**src/rtl/matrix_io_pkg.sv**
```systemverilog
`default_nettype none
// ============================================================================
// Module      : matrix_io_pkg
// Description : Shared definitions for the matrix stream reader/writer pair:
//               FSM state encoding and the index-width helper.
// Revision    : 1.0 - initial release
// ============================================================================
package matrix_io_pkg;

    // Load/store sequencing states, shared so reader and writer agree.
    typedef enum logic [1:0] {
        ST_IDLE  = 2'd0,
        ST_LOAD  = 2'd1,
        ST_FLUSH = 2'd2,
        ST_DONE  = 2'd3
    } state_t;

    // Index width: one bit wider than needed so n itself is representable.
    function automatic int calc_idx_w(input int n);
        return $clog2(n) + 1;
    endfunction

endpackage
`default_nettype wire

```
**src/rtl/matrix_reader_rc_counter.sv**
```systemverilog
`default_nettype none
// ============================================================================
// Module      : rc_counter
// Description : Row-major (row, col) counter over an n x n matrix. Flags the
//               final position (n-1, n-1) so the owner can stop there.
// Revision    : 1.0 - initial release
// ============================================================================
module rc_counter
    import matrix_io_pkg::*;
#(
    parameter int n     = 4,
    parameter int IDX_W = calc_idx_w(n)
) (
    input  logic             clk,
    input  logic             rst,
    input  logic             clr,
    input  logic             inc,
    output logic [IDX_W-1:0] row,
    output logic [IDX_W-1:0] col,
    output logic             last
);

    localparam logic [IDX_W-1:0] c_max = IDX_W'(n - 1);

    assign last = (row == c_max) && (col == c_max);

    // Column advances every increment; row advances on column wrap. Stepping
    // past the final position returns to the origin rather than overrunning.
    always_ff @(posedge clk or posedge rst) begin
        if (rst) begin
            row <= '0;
            col <= '0;
        end else if (clr) begin
            row <= '0;
            col <= '0;
        end else if (inc) begin
            if (last) begin
                row <= '0;
                col <= '0;
            end else if (col == c_max) begin
                col <= '0;
                row <= row + 1'b1;
            end else begin
                col <= col + 1'b1;
            end
        end
    end

endmodule
`default_nettype wire

```
**src/rtl/matrix_reader.sv**
```systemverilog
`default_nettype none
// ============================================================================
// Module      : matrix_reader
// Description : Streaming n x n matrix loader. Accepts row-major words over a
//               valid/ready handshake and issues one registered write per
//               word to matrix storage, then signals done.
// Revision    : 1.0 - initial release
// ============================================================================
module matrix_reader
    import matrix_io_pkg::*;
#(
    parameter int n     = 4,
    parameter int W     = 32,
    parameter int IDX_W = calc_idx_w(n)
) (
    input  logic             clk,
    input  logic             rst,
    input  logic             start,
    input  logic [W-1:0]     in_data,
    input  logic             in_valid,
    output logic             in_ready,
    output logic [IDX_W-1:0] i,
    output logic [IDX_W-1:0] j,
    output logic [W-1:0]     value,
    output logic             we,
    output logic             busy,
    output logic             done
);

    state_t           r_state;
    state_t           w_next_state;
    logic             w_accept;
    logic             w_start_ok;
    logic [IDX_W-1:0] w_row;
    logic [IDX_W-1:0] w_col;
    logic             w_last;

    // Status outputs decode straight from the state register, so in_ready has
    // no combinational dependence on in_valid.
    assign in_ready   = (r_state == ST_LOAD);
    assign busy       = (r_state == ST_LOAD) || (r_state == ST_FLUSH);
    assign done       = (r_state == ST_DONE);
    assign w_accept   = in_valid && in_ready;
    assign w_start_ok = start && ((r_state == ST_IDLE) || (r_state == ST_DONE));

    rc_counter #(
        .n     (n),
        .IDX_W (IDX_W)
    ) u_rc_counter (
        .clk  (clk),
        .rst  (rst),
        .clr  (w_start_ok),
        .inc  (w_accept),
        .row  (w_row),
        .col  (w_col),
        .last (w_last)
    );

    // State register.
    always_ff @(posedge clk or posedge rst) begin
        if (rst) begin
            r_state <= ST_IDLE;
        end else begin
            r_state <= w_next_state;
        end
    end

    // Next-state logic: FLUSH lets the final write land before done rises.
    always_comb begin
        w_next_state = r_state;
        case (r_state)
            ST_IDLE:  if (w_start_ok) w_next_state = ST_LOAD;
            ST_LOAD:  if (w_accept && w_last) w_next_state = ST_FLUSH;
            ST_FLUSH: w_next_state = ST_DONE;
            ST_DONE:  if (w_start_ok) w_next_state = ST_LOAD;
            default:  w_next_state = ST_IDLE;
        endcase
    end

    // Write port: strobe pulses one cycle per accepted beat; address and data
    // hold their last values between writes.
    always_ff @(posedge clk or posedge rst) begin
        if (rst) begin
            we    <= 1'b0;
            i     <= '0;
            j     <= '0;
            value <= '0;
        end else begin
            we <= w_accept;
            if (w_accept) begin
                i     <= w_row;
                j     <= w_col;
                value <= in_data;
            end
        end
    end

endmodule
`default_nettype wire

```
**config.mk**
```make
export PLATFORM = sky130hd
export DESIGN_NAME = matrix_reader
export DESIGN_NICKNAME = d
export VERILOG_FILES = /design/src/rtl/matrix_io_pkg.sv /design/src/rtl/matrix_reader_rc_counter.sv /design/src/rtl/matrix_reader.sv
export SDC_FILE = /design/constraint.sdc
export NUM_CORES = 1
export LEC_CHECK = 0
export ABC_AREA = 1
export BUFFER_PORTS_ARGS = -buffer_cell sky130_fd_sc_hd__buf_2
export CORE_ASPECT_RATIO = 1.25
export CORE_UTILIZATION = 43
export DETAILED_ROUTE_END_ITERATION = 10
export PLACE_DENSITY = 0.85
export SYNTH_ARGS = -nofsm -noshare
export SYNTH_HDL_FRONTEND = slang
export SYNTH_HIERARCHICAL = 1
export SYNTH_SLANG_ARGS = --single-unit
```
**constraint.sdc**
```tcl
create_clock -name clk -period 1.5 [get_ports clk]
set_input_delay 0.15 -clock clk [delete_from_list [all_inputs] [get_ports clk]]
set_output_delay 0.15 -clock clk [all_outputs]
set_load 0.01 [all_outputs]
```
==> metrics, run 1 <==
status finished clean; type of origin of the critical path flip-flop; Non-Filler Instances around 360; die area 4763 sq um; fin crit share 0.9076; R2R cell count 7; Hold Crit Start in_data[29]; clock power share 0.188; Yosys reg bits 47; Vias 1623; initial antenna violation count 0; number of global-route vias before repair 1472; antenna cells 0; I/O Buffers 77; clock root buffer clkbuf_8; pwr/cell area roughly 2000 nW/um^2; pre-CTS WS 0.07142 ns; Residual DRC 0; P&R area growth vs syn 30.53%; gr usage total 0.1773; Rows 26; setup TNS 0 ns; WP data required around 1.7 ns; max-cap viol count 0; crit path max fanout 5; worst hold path class input port to flip-flop; DR iter-0 viols 61; number of iterations in the first detailed-routing pass 4; Reg-to-Reg Start r_state[0]; Layout Skew about 0.0055 ns; largest net degree at the start of global routing 39; CTS tree built; chip height 76.92 um; minimum clock period between 1 and 1.5 ns; CTS Buf Count 5; register area share after synthesis 0.6092; Via-to-Cell Ratio 4.496; crit path capture type flip-flop; fmax 734.5 MHz; Starting Density 0.4600; final net count 344; Syn Nets between 200 and 300; Final Max Slew Viols 0; worst hold path depth 3; Tightest Pin Transition 0.3216 ns; IO Pins 78; die width 61.93 um; first-pass GRT wire length between 6000 and 7000 um; share of layout cells above drive strength 1 0.3148; synth warn 6; Leakage around 1.5 nW; clk_lat worst skew 0.29 ns; worst hold endpoint value[29]; Slew HR 0.7856; mapped cell area 1931 sq um; Internal around 3.2 mW; NetSw 1.860 mW; final setup fails 0; Clock Pin Slew Worst Setup and Hold Paths 0.09 ns; total grt overflow 0; wirelength, routed 4010 um; WHS 0.04750 ns; drt wl/cell 11.11 um; worst path arrival time 1.57 ns; CP Class flip-flop to flip-flop; Post-Syn Instances 221; worst r2r dst u_rc_counter/row[1]; maximum vdd ir drop 1.290 mV; Gate power share 0.406; sequential share of power 0.406; final hold vios 0; deepest clock path buffer count 2; Unique masters post-synth 18; PnR Total Power 5.023 mW; hpwl dp 2923 um; sw frac 0.3702; final setup margin 0.1386 ns; antenna-violating nets left 0; flop2flop setup slack around 0.14 ns; core area 4197 sq um; Sink Count 47; Placed Cells 351; routability cong. 0.8097; htree depth 2; synthesized area per cell 8.736 sq um; unrepaired setup endpoints after global routing no
-- cells in the mapped netlist (all sizes together) --
library cell,number,area (sq um)
nand4,1,6.260
inv,14,52.55
dfrtp,47,1176
or2,1,8.760
a21oi,1,5.000
o21ai,3,15.01
nor2,4,17.52
o22ai,1,6.260
ha,4,50.05
xnor2,1,8.760
nand2,135,509.2
a211oi,1,7.510
buf,8,67.56
-- registers in the layout, summed over array words and instances (netlist names) --
name and flops:
j 3, i 3, r_state 2, u_rc_counter/col 3, u_rc_counter/row 3, we 1, value 32
-- metal layers --
layer	up-vias	part of all wire	global-route usage
li1	825	-	-
met1	743	0.43	0.1956
met2	51	0.52	0.3129
met3	4	0.051	0.05059
met4	0	0.0077	0.05778
met5	-	0	0
-- area by class of cell --
| cell class | instances | area, sq um |
|---|---|---|
| Fill cell | 384 | 1677 |
| Sequential cell | 47 | 1176 |
| Multi-Input combinational cell | 152 | 646.9 |
| Timing Repair Buffer | 84 | 456.7 |
| Clock buffer | 6 | 82.58 |
| Tap cell | 56 | 70.07 |
| Inverter | 14 | 52.55 |
| Clock inverter | 2 | 35.03 |
-- cells by family after synthesis --
family	after synthesis	share of synthesized area
AND/OR/NAND/NOR	141	0.2806
AO/OA/AOI/OAI	6	0.01750
flip-flops	47	0.6092
buffers and inverters	22	0.06221
XOR/XNOR	1	0.004537
adder cells (fa/ha/maj)	4	0.02592
-- how the worst max path moves through the flow --
stage,cells past startpoint,slack [ns],endpoint,from
finish,7,0.14,u_rc_counter/row[1],r_state[0]
global route,7,0.03,u_rc_counter/row[1],r_state[0]
CTS,7,0.05,u_rc_counter/col[1],r_state[1]
detailed placement,7,0.07,u_rc_counter/col[1],r_state[1]
global placement,7,0.16,u_rc_counter/row[2],r_state[0]
floorplan,9,0.01,u_rc_counter/row[2],r_state[1]
-- stage by stage --
stage | util | instance area [sq um]
2_1_floorplan | - | 1931
3_3_place_gp | 0.5644 | 2369
3_5_place_dp | 0.5644 | 2369
4_1_cts | 0.5948 | 2496
5_1_grt | 0.6005 | 2520
6_report | 0.6005 | 2520
-- worst max-delay path, stage by stage, from the launching register on --
cell	delay (ns)
dfrtp_1	0.43
ha_4	0.19
nand2_1	0.13
inv_2	0.08
or2_4	0.25
nand2_2	0.09
nand2_1	0.05
o21ai_0	0.07
-- cells in the final DEF (no fill, tap or decap) --
| cell type | n |
|---|---|
| o21ai_0 | 3 |
| xnor2_1 | 1 |
| o22ai_1 | 1 |
| clkbuf_8 | 6 |
| nand4_1 | 1 |
| dlygate4sd3_1 | 1 |
| inv_1 | 13 |
| nor2_2 | 1 |
| ha_1 | 3 |
| ha_4 | 1 |
| a211oi_1 | 1 |
| or2_4 | 1 |
| nand2_1 | 134 |
| nand2_2 | 1 |
| clkinv_2 | 1 |
| nor2_1 | 3 |
| inv_2 | 1 |
| dfrtp_1 | 47 |
| buf_6 | 1 |
| a21oi_1 | 1 |
| buf_4 | 4 |
| bufinv_16 | 1 |
| buf_2 | 77 |
| buf_12 | 1 |
-- what timing repair did --
| action | in CTS | in global routing |
|---|---|---|
| endpoints found under the setup margin | 0 | 20 |
| setup buffers | 0 | 1 |
| hold buffers | 1 | 0 |
| resized for setup | 0 | 2 |
| endpoints found under the hold margin | 47 | 0 |
-- power by group through the flow --
| stage | clock network [mW] | logic (mW) | registers [mW] |
|---|---|---|---|
| 3_5_place_dp | 0 | 1.99 | 2.07 |
| 4_1_cts | 0.961 | 2.01 | 2.05 |
| 5_1_grt | 1.02 | 2.34 | 2.12 |
| 3_3_place_gp | 0 | 1.92 | 2.04 |
| 6_report | 0.945 | 2.04 | 2.04 |
| 2_1_floorplan | 0 | 1.03 | 2.27 |
Note: power is estimated with default switching activity, not from simulation.
==> inputs of run 2 (changes only) <==
--- a/config.mk
+++ b/config.mk
@@ -10,8 +10,8 @@
 export CORE_ASPECT_RATIO = 1.25
 export CORE_UTILIZATION = 43
 export DETAILED_ROUTE_END_ITERATION = 10
-export PLACE_DENSITY = 0.85
+export HOLD_SLACK_MARGIN = 0.1
+export PLACE_DENSITY = 0.86
 export SYNTH_ARGS = -nofsm -noshare
 export SYNTH_HDL_FRONTEND = slang
-export SYNTH_HIERARCHICAL = 1
 export SYNTH_SLANG_ARGS = --single-unit
==> run 2 against run 1 <==
- die area is 1.7% lower
- combinational power hardly changed
- total power is 1.4% lower
- clock power is 9.2% lower
- hold slack better by 0.11 ns
- wire length is 11% higher
- highest routed layer unchanged
- first-iteration DRC count is 9.8% higher
- cell area is 10% higher
==> metrics, run 2 <==
initial antenna violation count 0; CP Class flip-flop to primary output; share of the synthesized area in the top cell type 0.6201; synthesized area per cell 8.905 sq um; CTS Buf Count 5; worst hold path class input port to flip-flop; die width 61.41 um; largest net degree at the start of global routing 48; die area 4682 sq um; Biggest register value; Sink Count 47; clock root buffer clkbuf_8; Crit-path slowest cell dfrtp_1; antenna-violating nets left 0; routability cong. between 0.7 and 0.8; Synth Flop Type dfrtp_1; EDFF count, synth 0; hpwl dp 2764 um; final hold vios 0; register area share after synthesis 0.6201; Unique masters post-synth 18; R2R cell count 8; worst path arrival time 1.25 ns; Tightest Pin Transition 0.2683 ns; pwr/cell area 1785 nW/um^2; mapped cell area 1897 sq um; crit path max fanout 3; Rows 26; CTS tree built; deepest clock path buffer count 2; Starting Density 0.4555; gr usage total 0.2111; core area 4164 sq um; Via-to-Cell Ratio 4.535; total grt overflow 0; most frequent cells in the layout nand2_1, buf_2, dfrtp_1; final setup fails 0; fmax 716.4 MHz; I/O Buffers between 70 and 80; drt wl/cell 11.64 um; maximum vdd ir drop about 1.0 mV; setup TNS 0 ns; crit-path max cell delay 0.41 ns; worst hold path depth 4; final setup margin 0.1040 ns; share of layout cells above drive strength 1 0.2844; htree depth 2; minimum clock period 1.396 ns; Clock Pin Slew Worst Setup and Hold Paths roughly 0.08 ns; Final Max Slew Viols 0; DR iter-0 viols 67; setup bufs post-CTS 0; IO Pins 78; Async SR Flop Fraction 1.000; final net count ~370; cell chain of the critical path ha_1 -> inv_1 -> buf_2; most frequent cells after synthesis nand2_1, dfrtp_1, inv_1, nor2_1, o21ai_0; Post-Syn Instances approximately 210; ranking of synthesized cells by area dfrtp_1, nand2_1, ha_1, buf_6, inv_1; Slew HR 0.8211; largest area contributor in the netlist dfrtp_1; Residual DRC 0; pre-CTS WS approximately 0.16 ns; max-cap viol count 0; first-pass GRT wire length approximately 7500 um; Vias 1737; unrepaired setup endpoints after global routing no; antenna cells 0; number of iterations in the first detailed-routing pass 4; clk_lat worst skew 0.29 ns; most repeated cell in the gate-level netlist after synthesis nand2_1; type of origin of the critical path flip-flop; Yosys reg bits 47; Largest register FFs 32; synth warn 0; WP data required 1.35 ns; chip height 76.26 um; status finished clean; P&R area growth vs syn 46.31%; wirelength, routed 4458 um; fin crit share 0.9306; leading cell type in the layout, fill and taps excluded nand2_1; Layout Skew 0.002879 ns; WHS 0.1583 ns; Syn Nets 253; Leakage 1.584 nW; crit path capture type primary output; number of global-route vias before repair about 1800; PnR Total Power 4.954 mW
run 2: changes by cell type after synthesis, sizes merged, moves of 2 or more:
cell	change
nand2	-16
nand3	+3
nor2	+2
o21ai	+5
run 2: repair_timing:
| action | 4_1_cts | 5_1_grt |
|---|---|---|
| hold buffers | 33 | 0 |
| endpoints found under the hold margin | 79 | 0 |
| resized for setup | 0 | 1 |
| endpoints found under the setup margin | 0 | 1 |
run 2: cell families after synthesis:
| group | synth area share |
|---|---|
| flops | 0.6201 |
| fa+ha+maj | 0.02639 |
| simple gates | 0.2599 |
| compound gates | 0.03496 |
| buf+inv | 0.05870 |
run 2: path summary, 6_finish.rpt:
check                                           end        from  slack (ns)
worst max-delay path                           busy  r_state[0]        0.10
worst min-delay path            u_rc_counter.col[2]       start        0.16
worst max register to register  u_rc_counter.row[1]  r_state[1]        0.14
worst min register to register             value[8]    value[8]        0.48
max in group asynchronous                      i[0]         rst        0.85
min in group asynchronous                  value[4]         rst        0.45
run 2: power by group:
| group | total (mW) | internal (mW) | switching [mW] |
|---|---|---|---|
| sequential | 2.06 | 1.79 | 0.266 |
| clock | 0.858 | 0.488 | 0.370 |
| combinational | 2.04 | 0.844 | 1.19 |
run 2: worst max-delay path, delay by kind of cell, from the launching register on:
family | cells | cell delay, ns
flops | 1 | 0.41
fa+ha+maj | 1 | 0.33
buf+inv | 2 | 0.22
run 2: metal layers:
metal / GRT usage / wire [um] / up-vias
met3: 0.05433 / 260 / 7
met2: 0.4033 / 2387 / 54
li1: - / - / 868
met1: 0.2108 / 1742 / 808
met5: 0 / 0 / -
met4: 0.06000 / 68 / 0
run 2: layout make-up:
class                           instances  area (sq um)
Fill cell                             335          1389
Sequential cell                        47          1176
Timing Repair Buffer                  115         765.7
Multi-Input combinational cell        145         611.8
Clock buffer                            6         72.57
Tap cell                               56         70.07
Inverter                               13         48.80
Clock inverter                          1         30.03
run 2: metrics by stage:
step | area (sq um) | utilization | instances
finish | 2775 | 0.6665 | 383
detailed placement | 2340 | 0.5619 | 343
global placement | 2340 | 0.5619 | 343
CTS | 2773 | 0.6659 | 383
global route | 2775 | 0.6665 | 383
floorplan | 1897 | - | 213
